--- config.mk ---
export PLATFORM = sky130hd
export DESIGN_NAME = fifo_push_arbiter
export DESIGN_NICKNAME = d
export VERILOG_FILES = /design/src/rtl/fifo_push_arbiter.sv
export SDC_FILE = /design/constraint.sdc
export NUM_CORES = 1
export LEC_CHECK = 0
export ABC_AREA = 1
export BUFFER_PORTS_ARGS = -buffer_cell sky130_fd_sc_hd__buf_2
export CAP_MARGIN = 20
export CORE_MARGIN = 2
export CORE_UTILIZATION = 47
export DETAILED_ROUTE_END_ITERATION = 7
export PLACE_DENSITY = 0.81
export SYNTH_ARGS = -nofsm -noshare
export SYNTH_HDL_FRONTEND = slang
export SYNTH_SLANG_ARGS = --single-unit
--- constraint.sdc ---
create_clock -name clk -period 3.4 [get_ports clk]
set_clock_uncertainty 0.15 [all_clocks]
set_input_delay 0.51 -clock clk [delete_from_list [all_inputs] [get_ports clk]]
set_output_delay 0.51 -clock clk [all_outputs]
set_load 0.005 [all_outputs]
--- src/rtl/fifo_push_arbiter.sv ---
// ============================================================================
// fifo_push_arbiter: round-robin, burst-granted sharing of one FIFO push port
// between two producers. Optional grant watchdog: define ARB_TIMEOUT_EN.
// Revision: 1.0
// ============================================================================
`default_nettype none

module fifo_push_arbiter #(
  parameter int BUS_WIDTH = 8,
  parameter int MAX_BURST = 16,
  parameter int TIMEOUT   = 255
) (
  input  logic                 clk,
  input  logic                 reset,
  input  logic                 req0,
  input  logic                 req1,
  input  logic                 valid0,
  input  logic                 valid1,
  input  logic                 last0,
  input  logic                 last1,
  input  logic [BUS_WIDTH-1:0] din0,
  input  logic [BUS_WIDTH-1:0] din1,
  output logic                 gnt0,
  output logic                 gnt1,
  output logic                 ready0,
  output logic                 ready1,
  output logic                 fifo_push,
  output logic [BUS_WIDTH-1:0] fifo_din,
  input  logic                 fifo_full,
  output logic                 timeout_err
);

  typedef enum logic [1:0] {
    IDLE = 2'd0,
    OWN0 = 2'd1,
    OWN1 = 2'd2
  } state_e;

  localparam int               CNT_W      = $clog2(MAX_BURST + 1);
  localparam logic [CNT_W-1:0] BURST_LAST = CNT_W'(MAX_BURST - 1);

  state_e           state_q, state_d;
  logic             rr_q, rr_d;
  logic [CNT_W-1:0] burst_cnt_q, burst_cnt_d;

  logic owned;
  logic sel_valid;
  logic sel_last;
  logic xfer;
  logic burst_end;
  logic wd_expire;
  logic grant_end;

  assign gnt0      = (state_q == OWN0);
  assign gnt1      = (state_q == OWN1);
  assign owned     = gnt0 | gnt1;
  assign ready0    = gnt0 & ~fifo_full;
  assign ready1    = gnt1 & ~fifo_full;

  // Only the owner's valid/last are ever looked at; the other port is ignored.
  assign sel_valid = gnt1 ? valid1 : (gnt0 & valid0);
  assign sel_last  = gnt1 ? last1 : last0;
  assign xfer      = sel_valid & ~fifo_full;
  assign fifo_push = xfer;
  assign fifo_din  = gnt1 ? din1 : din0;

  assign burst_end = xfer & (sel_last | (burst_cnt_q == BURST_LAST));
  assign grant_end = burst_end | wd_expire;

`ifdef ARB_TIMEOUT_EN
  localparam int            TO_W    = $clog2(TIMEOUT + 1);
  localparam logic [TO_W-1:0] TO_LAST = TO_W'(TIMEOUT - 1);

  logic [TO_W-1:0] idle_cnt_q, idle_cnt_d;
  logic            timeout_err_q;

  // Stalled-by-full cycles count as idle, so a wedged FIFO also frees the grant.
  assign wd_expire = owned & ~xfer & (idle_cnt_q == TO_LAST);

  always_comb begin
    idle_cnt_d = '0;
    if (owned && !xfer && !wd_expire) begin
      idle_cnt_d = idle_cnt_q + TO_W'(1);
    end
  end

  always_ff @(posedge clk or posedge reset) begin
    if (reset) begin
      idle_cnt_q    <= '0;
      timeout_err_q <= 1'b0;
    end else begin
      idle_cnt_q    <= idle_cnt_d;
      timeout_err_q <= wd_expire;
    end
  end

  assign timeout_err = timeout_err_q;
`else
  logic unused_timeout;

  assign unused_timeout = (TIMEOUT != 0);
  assign wd_expire      = 1'b0;
  assign timeout_err    = 1'b0;
`endif

  always_comb begin
    state_d     = state_q;
    rr_d        = rr_q;
    burst_cnt_d = burst_cnt_q;
    case (state_q)
      IDLE: begin
        burst_cnt_d = '0;
        if (req0 && req1) begin
          state_d = rr_q ? OWN1 : OWN0;
        end else if (req0) begin
          state_d = OWN0;
        end else if (req1) begin
          state_d = OWN1;
        end
      end
      OWN0, OWN1: begin
        if (grant_end) begin
          state_d     = IDLE;
          // Hand the tie-break to the requester that did not just own the FIFO.
          rr_d        = (state_q == OWN0);
          burst_cnt_d = '0;
        end else if (xfer) begin
          burst_cnt_d = burst_cnt_q + CNT_W'(1);
        end
      end
      default: begin
        state_d = IDLE;
      end
    endcase
  end

  always_ff @(posedge clk or posedge reset) begin
    if (reset) begin
      state_q     <= IDLE;
      rr_q        <= 1'b0;
      burst_cnt_q <= '0;
    end else begin
      state_q     <= state_d;
      rr_q        <= rr_d;
      burst_cnt_q <= burst_cnt_d;
    end
  end

endmodule

`default_nettype wire

**Word level (Yosys, flattened, before mapping)**

Cells that the tools add are included.
Widths: inputs -> output; s select.

- Flip-flop bits (word level): 8
- Bits of input ports: 25
- Output and inout port bits: 14
- Logic and storage cells: 36

- $add $sub $neg: 1
- Equal/unequal tests: 6
- Mux-type cells: 12
- Bitwise gates (word level): 7
- Reductions and logical operators: 7

Operator list:

| cell | count |
|---|---|
| $mux 2 | 5 |
| $mux 5 | 2 |
| $pmux 5 s2 | 1 |
| $mux 8 | 1 |
| $reduce_and 2->1 | 3 |
| $add 5x1->5 const B | 1 |
| $and 1x1->1 | 5 |
| $eq 5x4->1 const B | 1 |
| $ne 4x4->1 const B | 1 |
| $pmux 2 s2 | 1 |
| $ne 3x3->1 const B | 1 |
| $eq 2x1->1 const B | 1 |
| $eq 2x2->1 const B | 1 |
| $logic_not 2->1 | 1 |
| $mux 1 | 2 |
| $ne 2x2->1 const B | 1 |
| $reduce_bool 2->1 | 1 |
| $reduce_or 2->1 | 1 |
| $logic_and 1x1->1 | 1 |
| $not 1->1 | 1 |
| $or 1x1->1 | 1 |

**Logic depth before layout (Yosys ltp)**

- Depth after elaboration: 7
- Mapped depth: 11
- Mapped depth without buffers: 11

**Worst setup path before layout**

OpenSTA, ideal clock, no wires.

- Path type: reg-to-output
- Start: register state_q[0]
- End: output port fifo_push
- Arrival: 1.057 ns
- Data required time: 2.740 ns
- Path slack: 1.683 ns
- Stages on the path, launching flop included: 7
- Path buffers: 1
- Cells stage by stage: dfrtp_1 > inv_1 > ha_1 > buf_6 > nand2_1 > nand3_4 > inv_1

- Elaborated cells between the ends (all ways): 5
- Classes of those cells: eq/ne: 2; mux: 1; bitwise: 2

RTL lines:

| item | line | RTL |
|---|---|---|
| from (decl) | 42 | `state_e state_q, state_d;` |
| from (signal assigned) | 143 | `state_q <= state_d;` |
| $eq 2x2->1 | 55 | `assign gnt1 = (state_q == OWN1);` |
| via gnt1 | 24 | `output logic gnt1,` |
| $mux 1 | 61 | `assign sel_valid = gnt1 ? valid1 : (gnt0 & valid0);` |
| $and 1x1->1 | 63 | `assign xfer = sel_valid & ~fifo_full;` |
| to (decl) | 27 | `output logic fifo_push,` |

The timed path passes the listed nets, and every way through them passes these cells.

**Final worst setup path**

- Start: register state_q[0]
- End: output port fifo_push

- Longest elaborated chain between the ends: 4
- Elaborated cells between the ends (all ways): 5
- Classes of those cells: eq/ne: 2; mux: 1; bitwise: 2

RTL lines:

| item | line | RTL |
|---|---|---|
| $eq 2x1->1 | 54 | `assign gnt0 = (state_q == OWN0);` |
| $and 1x1->1 | 61 |  |
| $mux 1 (*) | 61 |  |
| $and 1x1->1 (*) | 63 |  |

Every way passes the cells marked *; elsewhere a longest branch is shown, timed or not.

==> flow_results.org <==
** Layout
- Final layout net count :: 182
- After filler insertion, the fill cell instance count of the layout stands at 146.
- 0 antenna diodes ended up in the layout.
- Sequential cell area in the final layout :: 200 um^2
- Area used by multi-input combinational logic :: 459 um^2
- Synthesis-to-finish area growth :: 26.3%
- In the final layout, the share of cells above drive strength 1 is 0.360.

** GRT
- The via count of the first global-routing pass came to 700.
- The initial antenna violation count came to 0.
- The first global-routing pass estimated 2.62 mm of wire.
- For this run, the total global-route usage over all layers was measured as 0.183.
- For this run the aggregate overflow at the end of global routing stands at 0.
- Largest net degree at the start of global routing :: 15

** Pwr
- Switching part of the total :: 0.491
- Internal power consumption :: 311 uW
- Of the total power, the clock network draws 0.120.
- Worst vdd rail ir drop :: 0.000432 V
- Reg power frac :: 0.234
- Of the total power, combinational logic draws 0.646.
- Dividing total power by cell area gives a power density of 644 nW/um^2.
- The analysis attributes to net switching a power of 300 uW.
- Summed over all cells, the static leakage comes to 0.585 nW.

** Placed design
- At the end of routability-driven placement, the weighted congestion stood at 0.810.
- Count of port buffers added during placement :: 37
- The wire-length estimate of the detail-placed layout is 1.33 mm.

** Drt
- Number of iterations in the first detailed-routing pass :: 4
- Summed over all layers, the routed wires come to 1.60 mm.
- Number of antenna-violating nets in the routed design :: 0
- For this run, design rule violations remaining after detail routing come to 0.
- Via count normalized by instance count :: 4.82
- In the final routed layout, each cell accounts on average for 9.64 um.
- The detailed router finished its first iteration with 14 violations.
- The routed layout has 800 vias.

** STA
- The count of endpoints failing hold in the final timing report is 0.
- Period utilisation layout :: 0.749
- Setup violations remaining at the end of the flow were counted as 0.
- Setup total negative slack on the finished layout was measured at 0 ns.
- On the final layout, the worst hold slack is 0.0389 ns.
- RSZ-0062 raised after global routing :: false
- Based on the critical path, the design can be clocked at up to 393 MHz.
- Final number of max-transition violations :: 0
- Final critical-path required period :: 2.55 ns

** Clock tree
- Clock latency on the worst-skew pair :: 0.25 ns
- Buffers inserted by post-CTS timing repair :: 0
- TritonCTS built the clock tree.
- Max Root-Sink Buffers :: 2
- Clock-pin slew was measured on the worst setup and hold paths at 0.06 ns.
- Clock tree synthesis found a total of 8 sinks.
- Htree depth :: 1
- Number of hold buffers added after CTS :: 0
- Gates resized during post-CTS repair numbered 0.
- In this run, CTS created clock tree buffers numbering 3.
- In this run the clock root is driven by a sky130_fd_sc_hd__clkbuf_4.

** Synth
- Synth top area share :: 0.267
- The number of nets handed over by synthesis was 143.
- Seq/Total Area, Yosys :: 0.267
- Ranked by instance count, the synthesized netlist is headed by sky130_fd_sc_hd__nand2_1 (44), sky130_fd_sc_hd__inv_1 (13), sky130_fd_sc_hd__nand3_1 (13).
- The most used flip-flop cell after synthesis is sky130_fd_sc_hd__dfrtp_1.
- Cell count after synthesis :: 113
- By area the synthesized netlist is led by sky130_fd_sc_hd__dfrtp_1 (27%), sky130_fd_sc_hd__nand2_1 (22%), sky130_fd_sc_hd__nand3_1 (8.7%).
- In this run, synthesis produced a sequential element count of 8.
- Counting distinct cell types in the post-synthesis netlist gives 21.
- The most common cell in the synthesized netlist is sky130_fd_sc_hd__nand2_1.
- Average cell area after synthesis :: 6.64 um^2
- Yosys printed 0 warnings.
- Mapped cell area :: 751 um^2
- Number of enable-type register cells in the synthesized netlist :: 0
- Counting flops with an async set or reset pin after synthesis yields a share of 1.00.
- Summed over all instances, the cell type with the most area after synthesis is sky130_fd_sc_hd__dfrtp_1.

** Setup path
- The setup path with the least slack is of type reg -> out.
- Endpoint class of the critical path :: primary output
- Reg-to-reg startpoint :: state_q[0]
- STA puts the critical path data required time at 2.74 ns.
- Worst endpoint data arrival time :: 1.89 ns
- The cell that appears most often on the critical path is sky130_fd_sc_hd__inv_1.
- Cell with the largest stage delay on the worst path :: sky130_fd_sc_hd__ha_1
- Of all nets on the critical path, the largest fanout is 14.
- The worst setup path is launched from a register.
- The critical path goes through inv_1, ha_1, inv_1, nand2_2, nand3_4, inv_1, buf_2.
- The critical path starts at state_q[0].
- Largest stage delay on the critical path :: 0.43 ns

** Floorplan
- The initial utilization of the core area, before any placement, comes to 0.498.
- After floorplanning, the core was divided into 14 placement rows.
- The die is 44.0 um tall.
- 39 I/O pins were placed.
- Core footprint :: 1510 um^2
- The floorplan step defined a die boundary enclosing 1930 um^2.
- The die is 44.0 um wide.

** Worst hold path
- Worst hold path type :: in -> async

** Status
- The flow ran to the end, and the final reports show no timing, DRC or antenna violations.

** Run
- Across the run, the number of max-cap violations was 0.
-- power groups by stage --
| stage | Clock, mW | Combinational (mW) | Sequential, mW |
|---|---|---|---|
| 4_1_cts | 0.0751 | 0.398 | 0.143 |
| 3_5_place_dp | 0 | 0.396 | 0.145 |
| 6_report | 0.0732 | 0.395 | 0.143 |
| 2_1_floorplan | 0 | 0.306 | 0.141 |
| 3_3_place_gp | 0 | 0.386 | 0.143 |
| 5_1_grt | 0.0788 | 0.445 | 0.147 |
-- kinds of logic (layout without fill, tap and decap cells) --
group           after synthesis  after routing  synth area share
flops                         8              8             0.267
buf+inv                      19             56             0.122
fa+ha+maj                     5              5            0.0833
compound gates                3              3            0.0200
simple gates                 75             75             0.480
xor+xnor                      2              2            0.0233
other cells                   1              1           0.00500
-- worst max-delay path: cells and delay by family, from the launching register on --
kind | cells | cell delay (ns)
buffers and inverters | 4 | 0.52
AND/OR/NAND/NOR | 2 | 0.28
flip-flops | 1 | 0.39
adder cells (fa/ha/maj) | 1 | 0.43
-- layout make-up --
type	count	share of cell area
Tap cell	16	0.0211
Clock buffer	3	0.0237
Sequential cell	8	0.211
Timing Repair Buffer	37	0.195
Multi-Input combinational cell	86	0.484
Inverter	16	0.0646
-- metal layers --
| layer | share of wire | GRT usage |
|---|---|---|
| met3 | 0.11 | 0.0458 |
| met1 | 0.42 | 0.205 |
| met5 | 0 | 0 |
| met2 | 0.44 | 0.309 |
| met4 | 0.022 | 0.109 |
-- final timing paths --
| path | to | slack, ns | cells past startpoint |
|---|---|---|---|
| min in group clk | rr_q | 0.36 | 2 |
| min reg2reg | rr_q | 0.36 | 2 |
| max in group asynchronous | state_q[0] | 2.83 | 2 |
| max | fifo_push | 0.85 | 7 |
| max reg2reg | burst_cnt_q[2] | 1.31 | 8 |
| min | burst_cnt_q[0] | 0.04 | 2 |
-- state kept, by name (all words and copies together), names as in the netlist --
signal	count
rr_q	1
state_q	2
burst_cnt_q	5
-- layout by cell type (no fill, tap or decap) --
cell / netlist / final
sky130_fd_sc_hd__a21oi_1: 2 / 2
sky130_fd_sc_hd__buf_2: 0 / 37
sky130_fd_sc_hd__clkbuf_4: 0 / 3
sky130_fd_sc_hd__clkinv_2: 1 / 1
sky130_fd_sc_hd__conb_1: 1 / 1
sky130_fd_sc_hd__dfrtp_1: 8 / 8
sky130_fd_sc_hd__ha_1: 5 / 5
sky130_fd_sc_hd__inv_1: 13 / 13
sky130_fd_sc_hd__inv_2: 2 / 2
sky130_fd_sc_hd__nand2_1: 44 / 44
sky130_fd_sc_hd__nand2_2: 4 / 4
sky130_fd_sc_hd__nand3_1: 13 / 13
sky130_fd_sc_hd__nand3_2: 3 / 3
sky130_fd_sc_hd__nand3_4: 1 / 1
sky130_fd_sc_hd__nor2_1: 6 / 6
sky130_fd_sc_hd__nor2_2: 1 / 1
sky130_fd_sc_hd__nor2_4: 2 / 2
sky130_fd_sc_hd__o21ai_1: 1 / 1
sky130_fd_sc_hd__or3_1: 1 / 1
sky130_fd_sc_hd__xnor2_1: 1 / 1
sky130_fd_sc_hd__xor2_1: 1 / 1
-- metrics by stage --
stage / total power, mW / instance area, um^2 / cells / worst slack [ns] / utilization
global placement: 0.529 / 926 / 163 / 1.21 / 0.615
detailed placement: 0.541 / 926 / 163 / 1.10 / 0.615
finish: 0.611 / 948 / 166 / 0.853 / 0.630
global route: 0.670 / 948 / 166 / 0.705 / 0.630
CTS: 0.617 / 948 / 166 / 0.815 / 0.630
floorplan: 0.447 / 751 / 113 / 1.68 / -
(Power assumes the default switching activity.)
